==> src/rtl/riscv_pkg.sv <==
// Shared definitions for the arithmetic pipeline.
//   NUM_ARITH_CORE : number of arithmetic issue lanes
//   AL_SIZE / AL_W : active-list depth and address width
//   PREG_IDX_W     : physical register index width
//   al_in_window() : circular membership test for the surviving
//                    active-list window [back, new_front)
package riscv_pkg;

  localparam int NUM_ARITH_CORE = 2;
  localparam int AL_SIZE        = 32;
  localparam int AL_W           = $clog2(AL_SIZE);
  localparam int PREG_IDX_W     = 6;

  typedef logic [PREG_IDX_W-1:0] preg_t;
  typedef logic [AL_W-1:0]       al_addr_t;

  // AL_SIZE is a power of two, so the AL_W-bit subtractions wrap
  // modulo AL_SIZE on their own. An empty window (new_front == back)
  // gives span 0, and no address is then in the window.
  function automatic logic al_in_window(input al_addr_t addr,
                                        input al_addr_t back,
                                        input al_addr_t new_front);
    al_addr_t offset;
    al_addr_t span;
    offset = addr - back;
    span   = new_front - back;
    return offset < span;
  endfunction

endpackage

==> src/rtl/operand_bypass_mux.sv <==
// Priority bypass select for one source operand.
//   rs       : physical register being read
//   rf_data  : register-file read data for rs
//   wb_valid : per-port writeback valid
//   wb_rd    : per-port writeback destination
//   wb_data  : per-port writeback value
//   data     : value from the lowest-numbered matching writeback
//              port, else the register-file data
module operand_bypass_mux #(
  parameter int NUM_WB = 2,
  parameter int PREG_W = 6,
  parameter int XLEN   = 32
) (
  input  logic [PREG_W-1:0] rs,
  input  logic [XLEN-1:0]   rf_data,
  input  logic              wb_valid [NUM_WB],
  input  logic [PREG_W-1:0] wb_rd    [NUM_WB],
  input  logic [XLEN-1:0]   wb_data  [NUM_WB],
  output logic [XLEN-1:0]   data
);

  // NOTE: the default assignment comes first so every path through the
  // block writes data and no latch is inferred. Blocking assignments
  // let later loop iterations override earlier ones within this block.
  // Scanning from the highest port down makes the lowest port win.
  always_comb begin
    data = rf_data;
    for (int k = NUM_WB - 1; k >= 0; k--) begin
      if (wb_valid[k] && (wb_rd[k] == rs)) begin
        data = wb_data[k];
      end
    end
  end

endmodule

==> src/rtl/arith_operand_fetch.sv <==
// Register-read stage behind the arithmetic issue queue.
// Per lane: drives PRF read addresses from rs1/rs2, resolves operands
// through the writeback bypass, and registers the resolved micro-op in
// a one-deep slot that feeds the ALU.
//   clk, reset        : clock, asynchronous active-high reset
//   stall_in          : hold all slots, ignore incoming ops
//   i_*               : issued micro-op per lane
//   prf_raddr/rdata   : PRF read port (lane L: 2L = rs1, 2L+1 = rs2)
//   wb_*              : writeback bypass ports
//   if_recall, new_front, back : flush slots outside [back, new_front)
//   o_*               : registered slot contents per lane
//   busy              : any slot valid
module arith_operand_fetch
  import riscv_pkg::*;
#(
  parameter int NUM_LANES = NUM_ARITH_CORE,
  parameter int PREG_W    = PREG_IDX_W,
  parameter int XLEN      = 32,
  parameter int CTL_W     = 64
) (
  input  logic              clk,
  input  logic              reset,
  input  logic              stall_in,
  input  logic              i_valid    [NUM_LANES],
  input  logic [PREG_W-1:0] i_rs1      [NUM_LANES],
  input  logic [PREG_W-1:0] i_rs2      [NUM_LANES],
  input  logic [PREG_W-1:0] i_rd       [NUM_LANES],
  input  logic              i_uses_rs1 [NUM_LANES],
  input  logic              i_uses_rs2 [NUM_LANES],
  input  logic              i_uses_imm [NUM_LANES],
  input  logic              i_uses_rd  [NUM_LANES],
  input  logic [XLEN-1:0]   i_imm      [NUM_LANES],
  input  logic [AL_W-1:0]   i_al_addr  [NUM_LANES],
  input  logic [CTL_W-1:0]  i_ctl      [NUM_LANES],
  output logic [PREG_W-1:0] prf_raddr  [2*NUM_LANES],
  input  logic [XLEN-1:0]   prf_rdata  [2*NUM_LANES],
  input  logic              wb_valid   [NUM_LANES],
  input  logic [PREG_W-1:0] wb_rd      [NUM_LANES],
  input  logic [XLEN-1:0]   wb_data    [NUM_LANES],
  input  logic              if_recall,
  input  logic [AL_W-1:0]   new_front,
  input  logic [AL_W-1:0]   back,
  output logic              o_valid    [NUM_LANES],
  output logic [XLEN-1:0]   o_op_a     [NUM_LANES],
  output logic [XLEN-1:0]   o_op_b     [NUM_LANES],
  output logic [PREG_W-1:0] o_rd       [NUM_LANES],
  output logic              o_uses_rd  [NUM_LANES],
  output logic [AL_W-1:0]   o_al_addr  [NUM_LANES],
  output logic [CTL_W-1:0]  o_ctl      [NUM_LANES],
  output logic              busy
);

  for (genvar l = 0; l < NUM_LANES; l++) begin : g_lane
    logic [XLEN-1:0] src1;
    logic [XLEN-1:0] src2;
    logic [XLEN-1:0] op_a;
    logic [XLEN-1:0] op_b;
    logic            keep_new;
    logic            keep_held;

    // Addresses follow rs1/rs2 unconditionally; validity is applied at capture.
    assign prf_raddr[2*l]   = i_rs1[l];
    assign prf_raddr[2*l+1] = i_rs2[l];

    operand_bypass_mux #(
      .NUM_WB (NUM_LANES),
      .PREG_W (PREG_W),
      .XLEN   (XLEN)
    ) u_bypass_rs1 (
      .rs       (i_rs1[l]),
      .rf_data  (prf_rdata[2*l]),
      .wb_valid (wb_valid),
      .wb_rd    (wb_rd),
      .wb_data  (wb_data),
      .data     (src1)
    );

    operand_bypass_mux #(
      .NUM_WB (NUM_LANES),
      .PREG_W (PREG_W),
      .XLEN   (XLEN)
    ) u_bypass_rs2 (
      .rs       (i_rs2[l]),
      .rf_data  (prf_rdata[2*l+1]),
      .wb_valid (wb_valid),
      .wb_rd    (wb_rd),
      .wb_data  (wb_data),
      .data     (src2)
    );

    assign op_a = i_uses_rs1[l] ? src1 : '0;
    assign op_b = i_uses_imm[l] ? i_imm[l] : (i_uses_rs2[l] ? src2 : '0);

    // An op survives a recall only if its active-list entry is in the window.
    assign keep_new  = !if_recall || al_in_window(i_al_addr[l], back, new_front);
    assign keep_held = !if_recall || al_in_window(o_al_addr[l], back, new_front);

    // NOTE: state registers use non-blocking assignments so every slot
    // samples pre-edge values. All slot fields are plain flops (no RAM),
    // so they are all cleared by reset.
    always_ff @(posedge clk or posedge reset) begin
      if (reset) begin
        o_valid[l]   <= 1'b0;
        o_op_a[l]    <= '0;
        o_op_b[l]    <= '0;
        o_rd[l]      <= '0;
        o_uses_rd[l] <= 1'b0;
        o_al_addr[l] <= '0;
        o_ctl[l]     <= '0;
      end else if (!stall_in) begin
        o_valid[l]   <= i_valid[l] && keep_new;
        o_op_a[l]    <= op_a;
        o_op_b[l]    <= op_b;
        o_rd[l]      <= i_rd[l];
        o_uses_rd[l] <= i_uses_rd[l];
        o_al_addr[l] <= i_al_addr[l];
        o_ctl[l]     <= i_ctl[l];
      end else if (!keep_held) begin
        // Recall overrides stall, but only the valid bit is touched.
        o_valid[l] <= 1'b0;
      end
    end
  end

  always_comb begin
    busy = 1'b0;
    for (int l = 0; l < NUM_LANES; l++) begin
      busy = busy | o_valid[l];
    end
  end

endmodule

==> config.mk <==
export PLATFORM = sky130hd
export DESIGN_NAME = arith_operand_fetch
export DESIGN_NICKNAME = d
export VERILOG_FILES = /design/src/rtl/riscv_pkg.sv /design/src/rtl/operand_bypass_mux.sv /design/src/rtl/arith_operand_fetch.sv
export SDC_FILE = /design/constraint.sdc
export NUM_CORES = 1
export LEC_CHECK = 0
export BUFFER_PORTS_ARGS = -buffer_cell sky130_fd_sc_hd__buf_4
export CAP_MARGIN = 20
export CORE_AREA = 2 2 304 306
export CTS_BUF_LIST = sky130_fd_sc_hd__clkbuf_8
export CTS_CLUSTER_SIZE = 10
export DETAILED_ROUTE_END_ITERATION = 8
export DIE_AREA = 0 0 306 308
export HOLD_SLACK_MARGIN = 0.06
export PLACE_DENSITY = 0.33
export SLEW_MARGIN = 20
export SYNTH_ARGS = -nofsm -noshare
export SYNTH_HDL_FRONTEND = slang
export SYNTH_SLANG_ARGS = --single-unit
==> constraint.sdc <==
create_clock -name clk -period 8.9 [get_ports clk]
set_input_delay 0 -clock clk [delete_from_list [all_inputs] [get_ports clk]]
set_output_delay 0 -clock clk [all_outputs]
set_load 0.02 [all_outputs]
==> summary.md, run 1 <==
| Metric | Value |
|---|---|
| Outcome | did not finish |
| Stopping stage | clock tree synthesis (4_1_cts) |
| Error message | [ERROR RSZ-0060] Max buffer count reached. |
| Syn Area/Cell | 11.8 sq um |
| Row cnt | 111 |
| IO buf count | 774 |
| Num CTS Buffers | 60 |
| IO Count | 775 |
| Post-synth top area share | 0.473 |
| Post-Syn Instances | 1269 |
| Die X | 306 microns |
| Post-cts gate resize count | 0 |
| Hold buffers post-CTS | 652 |
| Yosys top cell by area | dfrtp_1 |
| Ys async rst share | 1.00 |
| Post-synthesis sequential area ratio | 0.473 |
| Synth area leaders | dfrtp_1, mux2_2, a22oi_1 |
| Area of the mapped netlist | 14900 sq um |
| HPWL Detailed | 60700 microns |
| Clk sinks | 282 |
| Syn. warnings | 0 |
| Top_reg_cell synth | dfrtp_1 |
| Starting Density | 0.164 |
| Clk buf depth | 3 |
| Post-Synthesis Net Count | 1774 |
| CTS Root Cell | clkbuf_8 |
| H-Tree Depth | 2 |
| FF+latch count, synth | 282 |
| Postcts setup bufs | 0 |
| Unique masters post-synth | 46 |
| Final Wtd Congestion | 0.786 |
| Die Ht | 308 microns |
| Number of synthesized flops with an enable pin | 0 |
metrics by stage:
stage / cell area, sq um / worst slack, ps / std cells / util / hold slack [ps]
floorplan: 14900 / 1120 / 1269 / - / 113
global placement: 21800 / 5840 / 3141 / 0.240 / 228
detailed placement: 21800 / 5780 / 3141 / 0.240 / 236
cells by family after synthesis:
family	after synthesis	synth area share
AOI/OAI and AO/OA	354	0.158
xor gates and xnor gates	68	0.0399
adders and majority gates	40	0.0355
buffers and inverters	124	0.0459
DFF	282	0.473
muxes	278	0.204
and+or+nand+nor	123	0.0443
cells in the mapped netlist (all sizes together) (3+ instances only):
cell	number
a22oi	126
clkbuf	49
xnor2	35
a21o	10
nand2b	6
xor2	33
nand3b	3
ha	32
o21ai	196
mux2	212
nor4	4
nand2	13
nor2	72
mux2i	66
a21oi	12
inv	16
nand4	8
maj3	3
dfrtp	282
buf	59
fa	5
nor2b	4
nor3b	4
==> run 2, diff against run 1 <==
CTS_BUF_LIST = not set   (was sky130_fd_sc_hd__clkbuf_8)
CTS_CLUSTER_SIZE = not set   (was 10)
HOLD_SLACK_MARGIN = not set   (was 0.06)
PLACE_DENSITY = not set   (was 0.33)
PLACE_DENSITY_LB_ADDON = 0.15   (was not set)
==> run 2 against run 1 <==
The flow now finishes without violations. Synthesized cell count unchanged. Synthesized area is the same.
==> summary.md, run 2 <==
| Metric | Value |
|---|---|
| Initial antenna violation count | 6 |
| Largest net degree at the start of global routing | 135 |
| Clock slew at reported path FFs | 60 ps |
| CP Class | flop to flop |
| Leakage | 12.4 nW |
| Hold_sp | new_front[3] |
| Cell Pwr Density | 161 nW/um^2 |
| Most common cell after layout, fill and taps aside | buf_4 |
| Final Wtd Congestion | 0.879 (+12%) |
| Fillers | 9549 |
| Most instantiated library cell after synthesis | dfrtp_1 |
| Sequential power share | 0.335 |
| Yosys top cell by area | dfrtp_1 |
| Largest family of logic cells by synthesized area | multiplexers |
| Most frequent cells in the layout | buf_4, dlygate4sd3_1, dfrtp_1, mux2_2, a22oi_1 |
| Row cnt | 111 (unchanged) |
| Tmin final | 2900 ps |
| P_int | 0.00310 W |
| Share of layout cells above drive strength 1 | 0.461 |
| Part of the power in combinational logic | 0.280 |
| Slowest cell on the critical path | dlygate4sd3_1 |
| Max FFs per register | 128 |
| Number of remaining DRC errors | 0 |
| List of most frequent post-synthesis cells | dfrtp_1, mux2_2, a22oi_1, o21ai_0, nor2_1 |
| Top_reg_cell synth | dfrtp_1 |
| Number of vias per cell | 4.17 |
| Final wirelength | 78600 microns |
| DR pass1 iterations | 4 |
| Post-Synth Adder-Cell Area | 0.0355 (unchanged) |
| Num CTS Buffers | 39 (-35%) |
| Number of synthesized flops with an enable pin | 0 (unchanged) |
| Fmax | 344 MHz |
| Crit-path cells | inv_1 -> ha_1 -> inv_1 -> fa_1 -> xor2_1 -> ha_1 -> a21oi_1 -> maj3_1 -> o2111ai_1 -> nand2_1 -> dlygate4sd3_1 |
| Hold Vio Cnt, Final | 0 |
| Die X | 306 microns (unchanged) |
| Wire per inst | 21.5 microns |
| Clk sinks | 282 (unchanged) |
| Syn. warnings | 0 (unchanged) |
| Ys async rst share | 1.00 (unchanged) |
| HPWL Detailed | 57000 microns (-6.1%) |
| Starting Density | 0.164 (unchanged) |
| H-Tree Depth | 2 (unchanged) |
| WHS Path Cells | 5 |
| Synth area leaders | dfrtp_1, mux2_2, a22oi_1 |
| Unique masters post-synth | 46 (unchanged) |
| Hold EP | o_valid[1] |
| Critical Path RT | 9360 ps |
| Post-synth top area share | 0.473 (unchanged) |
| Max VDD drop | 109 uV |
| IO buf count | 774 (unchanged) |
| Reg2reg end | o_valid[0] |
| Final core occ | 0.303 |
| Vias in the first global route | 16700 |
| Total track usage | 0.161 |
| Final Setup Violations | 0 |
| Outcome | finished, final reports clean |
| First-pass GRT wire length | 113000 microns |
| Die Ht | 308 microns (unchanged) |
| Final Hold Slack | 60.3 ps |
| Non-filler cells, final | 3652 |
| Postcts setup bufs | 0 (unchanged) |
| Sw Share | 0.303 |
| Clock skew | 6.38 ps |
| Area grow syn2layout | 84.9% |
| Critical Path End Type | flop |
| Vias | 15200 |
| Top flop regs | o_ctl: 128 flops, o_op_a: 64 flops, o_op_b: 64 flops |
| Skew-Pair Late Insertion Delay | 570 ps |
| Post-Synthesis Net Count | 1774 (unchanged) |
| Crit path arrival time | 3360 ps |
| FF+latch count, synth | 282 (unchanged) |
| Reg2Reg Setup Slack | 6000 ps |
| CP Buf/Inv Count | 3 |
| IO Count | 775 (unchanged) |
| Initial DRC count | 643 |
| R2r startpoint | o_al_addr[0] |
| Tightest Pin Transition | 1110 ps |
| Type of the worst min-delay path | primary input to flop |
| Clock power share | 0.385 |
| CTS tree | built |
| GRT overflow | 0 |
| Final Max Tran Viols | 0 |
| Die footprint | 94200 sq um |
| Core area | 91000 sq um |
| Worst path max stage delay | 560 ps |
| Max cap viols | 0 |
| Area of the mapped netlist | 14900 sq um (unchanged) |
| Unrepaired setup endpoints after global routing | no |
| Critical Path Source | o_al_addr[0] |
| Register Area | 7060 sq um |
| Complex-gate fraction of the synthesized area | 0.158 (unchanged) |
| Fin nets | 2939 |
| Simple-Gate Fraction of Synth Area | 0.0443 (unchanged) |
| Post-route ant nets | 0 |
| Reg2reg path depth | 11 |
| Post-Syn Instances | 1269 (unchanged) |
| Final Cycle Share | 0.326 |
| CTS Root Cell | clkbuf_16 |
| Syn Area/Cell | 11.8 sq um (unchanged) |
| Family with the most delay on the worst path | adder cells |
| Clk buf depth | 3 (unchanged) |
| Placed cells | 3139 (-0.064%) |
| Biggest register | o_ctl |
| Multi-input gate area | 7230 sq um |
| Mux cell area share after synthesis | 0.204 (unchanged) |
| Max FO, Critical Path | 3 |
| NetSw | 0.00135 W |
| Relative slew margins | 0.263 |
| Worst setup SP type | flop |
| Post-synthesis sequential area ratio | 0.473 (unchanged) |
| Post-route setup TNS | 0 ps |
| Post-synthesis xor/xnor area fraction | 0.0399 (unchanged) |
==> run 2: cell counts after synthesis <==
No cell type changed its count.
==> run 2: power groups by stage <==
stage	combinational, W	sequential, W	clock, W
floorplan	0.000353	0.00166	0
global route	0.00134	0.00151	0.00183
global placement	0.00106	0.00151	0
finish	0.00125	0.00149	0.00171
CTS	0.00126	0.00149	0.00179
detailed placement	0.00107	0.00151	0
==> run 2: how the worst max path moves through the flow <==
stage	end	slack [ps]	cells past startpoint
after global routing	o_valid[0]	5880	11
after CTS	o_valid[0]	5990	11
final	o_valid[0]	6000	11
after detailed placement	o_valid[1]	5950	6
after floorplan	o_al_addr[0]	1120	1
after global placement	o_valid[1]	5830	7
==> run 2: final cells by class <==
type | instances | share of cell area
timing repair buffer | 1232 | 0.376
multi-input combinational | 863 | 0.262
sequential | 282 | 0.256
tap | 1186 | 0.0538
clock buffer | 61 | 0.0435
clock inverter | 8 | 0.00589
inverter | 16 | 0.00245
antenna | 4 | 0.000363
==> run 2: cells by family (layout without fill, tap and decap cells) <==
logic type,after synthesis,after routing
other cells,0,4
flops,282,282
compound gates,354,354
simple gates,123,123
buf+inv,124,1317
xor+xnor,68,68
mux,278,278
fa+ha+maj,40,40
==> run 2: worst register-to-register path, stage by stage, from the launching register on <==
cell,delay (ps)
dfrtp_1,400
inv_1,60
ha_1,160
inv_1,50
fa_1,410
xor2_1,180
ha_1,280
a21oi_1,80
maj3_1,350
o2111ai_1,200
nand2_1,70
dlygate4sd3_1,560
==> run 2: metal layers <==
layer | GRT usage | vias to the layer above | share of wire
li1 | - | 6954 | -
met1 | 0.189 | 7614 | 0.40
met2 | 0.285 | 524 | 0.51
met3 | 0.0375 | 133 | 0.061
met4 | 0.0592 | 2 | 0.034
met5 | 0 | - | 0.00013
==> run 2: repair_timing <==
item / 4_1_cts / 5_1_grt
hold buffers: 439 / 0
gates resized for setup: 0 / 0
hold endpoints to repair: 370 / 0
endpoints found under the setup margin: 0 / 0
==> run 2: through the flow <==
stage	area, sq um	total power (W)	worst slack, ps
after floorplan	14900	0.00201	1120
after detailed placement	21800	0.00258	5950
after global placement	21800	0.00257	5830
after global routing	27600	0.00468	5880
final	27600	0.00445	6000
after CTS	27600	0.00454	5990
Power figures use the tool's default switching activity.
==> run 3, diff against run 2 <==
clock period = 2.4 ns   (was 8.9 ns; I/O delays follow)
==> run 3 against run 2 <==
Clock power rose to 3.3 times the previous value. Non-clock buffer count rose by 49. Die area did not move. Critical path depth fell by 1. Final cell count rose by 1.3%. Clock-buffer cell count fell by 1. Register-to-register slack got worse by 5900 ps. Sequential power rose to 3.7 times the previous value. Power rose to 3.6 times the previous value. Sequential share of layout area fell by 0.41 points. Largest cell class unchanged. Highest routed layer unchanged.
==> summary.md, run 3 (synthesis gave the netlist of run 2 again) <==
| Metric | Value |
|---|---|
| Clock skew | 5.14 ps (-1.24 ps) |
| Most frequent cells in the layout | buf_4, dlygate4sd3_1, dfrtp_1, mux2_2, a22oi_1 |
| Starting Density | 0.164 (unchanged) |
| Design Power | 0.0159 W (+260%) |
| CTS tree | built |
| Share of layout cells above drive strength 1 | 0.467 (+0.00571) |
| Top flop regs | o_ctl: 128 flops, o_op_a: 64 flops, o_op_b: 64 flops |
| Pre-CTS setup slack | 55.0 ps (-5890 ps) |
| Max FO, Critical Path | 23 (+20) |
| Max cap viols | 0 (unchanged) |
| Fin nets | 2988 (+1.7%) |
| Num CTS Buffers | 39 (unchanged) |
| H-Tree Depth | 2 (unchanged) |
| CP Class | primary input to flop |
| DR pass1 iterations | 5 (+1) |
| Critical Path End Type | flop |
| Final Max Tran Viols | 0 (unchanged) |
| Met1 GRT Util | 0.189 (-0.000408) |
| Final Setup Violations | 0 (unchanged) |
| Fin area | 28100 sq um (+1.6%) |
| Cell Pwr Density | 568 nW/um^2 (+250%) |
| Die Ht | 308 microns (unchanged) |
| Number of remaining DRC errors | 0 (unchanged) |
| Critical Path RT | 2890 ps (-6470 ps) |
| Unrepaired setup endpoints after global routing | no |
| Worst setup SP type | primary input |
| IO buf count | 774 (unchanged) |
| Hold Vio Cnt, Final | 0 (unchanged) |
| Core area | 91000 sq um (unchanged) |
| First-pass GRT wire length | 114000 microns (+0.82%) |
| CTS Root Cell | clkbuf_16 |
| IO Count | 775 (unchanged) |
| Grt peak-use layer | met2 |
| Clk buf depth | 3 (unchanged) |
| Number of vias per cell | 4.17 (about the same) |
| Fillers | 9539 (-0.10%) |
| Final Hold Slack | 55.2 ps (-5.04 ps) |
| Area post-placement | 22300 sq um (+2.1%) |
| Die X | 306 microns (unchanged) |
| Vias | 15400 (+1.3%) |
| HPWL Detailed | 59900 microns (+5.1%) |
| Most common cell after layout, fill and taps aside | buf_4 |
| Fmax | 440 MHz |
| Leakage | 12.6 nW (+1.7%) |
| Wire per inst | 21.4 microns (-0.46%) |
| Area grow syn2layout | 87.9% |
| Final wirelength | 79200 microns (+0.79%) |
| Tightest Pin Transition | 657 ps (-448 ps) |
| Post-route ant nets | 0 (unchanged) |
| Largest net degree at the start of global routing | 67 (-50%) |
| Initial antenna violation count | 8 (+2) |
| Row cnt | 111 (unchanged) |
| Clk sinks | 282 (unchanged) |
| Die footprint | 94200 sq um (unchanged) |
| Max VDD drop | 404 uV (+270%) |
| Biggest register | o_ctl |
| Post-route setup slack | 129 ps (-5870 ps) |
| Final core occ | 0.308 (+0.00499) |
| Vias in the first global route | 16900 (+1.2%) |
| Tmin final | 2270 ps |
| Clock slew at reported path FFs | 60 ps (about the same) |
| Max FFs per register | 128 (unchanged) |
| Final Cycle Share | 0.946 |
| Relative slew margins | 0.561 (+0.298) |
| Final Wtd Congestion | 0.862 (-1.9%) |
| Skew-Pair Late Insertion Delay | 560 ps (about the same) |
| Crit path arrival time | 2760 ps (-600 ps) |
| Outcome | finished, final reports clean |
| Initial DRC count | 614 (-4.5%) |
| Met2 GRT Util | 0.291 (+0.00581) |
| GRT met3 Usage | 0.0363 (-0.00124) |
| Type of the worst min-delay path | primary input to flop |
| GRT overflow | 0 (unchanged) |
| Total track usage | 0.162 (+0.000428) |
## run 3: repair_timing
| item | 4_1_cts | 5_1_grt |
|---|---|---|
| resized for setup | 0 | 5 |
| setup endpoints to repair | 0 | 2 |
| endpoints found under the hold margin | 364 | 0 |
| hold buffers | 448 | 0 |
| buffers inserted | 0 | 4 |
## run 3: area by class of cell
type | count | area [sq um] | area share
clock inverters | 7 | 93.8 | 0.00334
well taps | 1186 | 1480 | 0.0529
diodes | 3 | 7.51 | 0.000268
multi-input cells | 863 | 7250 | 0.258
flip-flops and latches | 282 | 7060 | 0.252
repair buffers | 1281 | 11000 | 0.391
inverters | 16 | 63.8 | 0.00227
clock buffers | 60 | 1120 | 0.0401
## run 3: path summary, 6_finish.rpt
| check | startpoint | to | slack, ps | cells after the start |
|---|---|---|---|---|
| worst max register to register | o_al_addr[5] | o_valid[1] | 140 | 11 |
| worst min-delay path | i_uses_rs1[1] | o_op_a[41] | 60 | 4 |
| max in group asynchronous | reset | o_ctl[44] | 1440 | 5 |
| min in group asynchronous | reset | o_ctl[33] | 90 | 3 |
| worst min register to register | o_ctl[96] | o_ctl[96] | 500 | 1 |
| worst max-delay path | wb_rd[6] | o_op_a[30] | 130 | 10 |
## run 3: critical path, stage by stage
cell and delay [ps]:
buf_4 140, xnor2_1 210, nand4_1 120, or4_4 480, nor3b_4 270, buf_12 230, a22oi_1 90, dlygate4sd3_1 570
o21ai_0 70, dlygate4sd3_1 580
## run 3: routing by layer
| layer | part of all wire | vias up |
|---|---|---|
| li1 | - | 7040 |
| met1 | 0.40 | 7756 |
| met2 | 0.51 | 506 |
| met3 | 0.060 | 112 |
| met4 | 0.029 | 4 |
| met5 | 0.00033 | - |
## run 3: per-stage QoR
stage / TNS (ps) / cells
global route: 0 / 3698
floorplan: -376550 / 1269
detailed placement: 0 / 3175
CTS: 0 / 3690
global placement: 0 / 3175
finish: 0 / 3698
## run 3: power by group
part           switching (W)  total, W  leakage, nW  internal, W
sequential          0.000309   0.00554         3.45      0.00523
clock                0.00242   0.00568        0.595      0.00326
combinational        0.00223   0.00472         8.52      0.00248
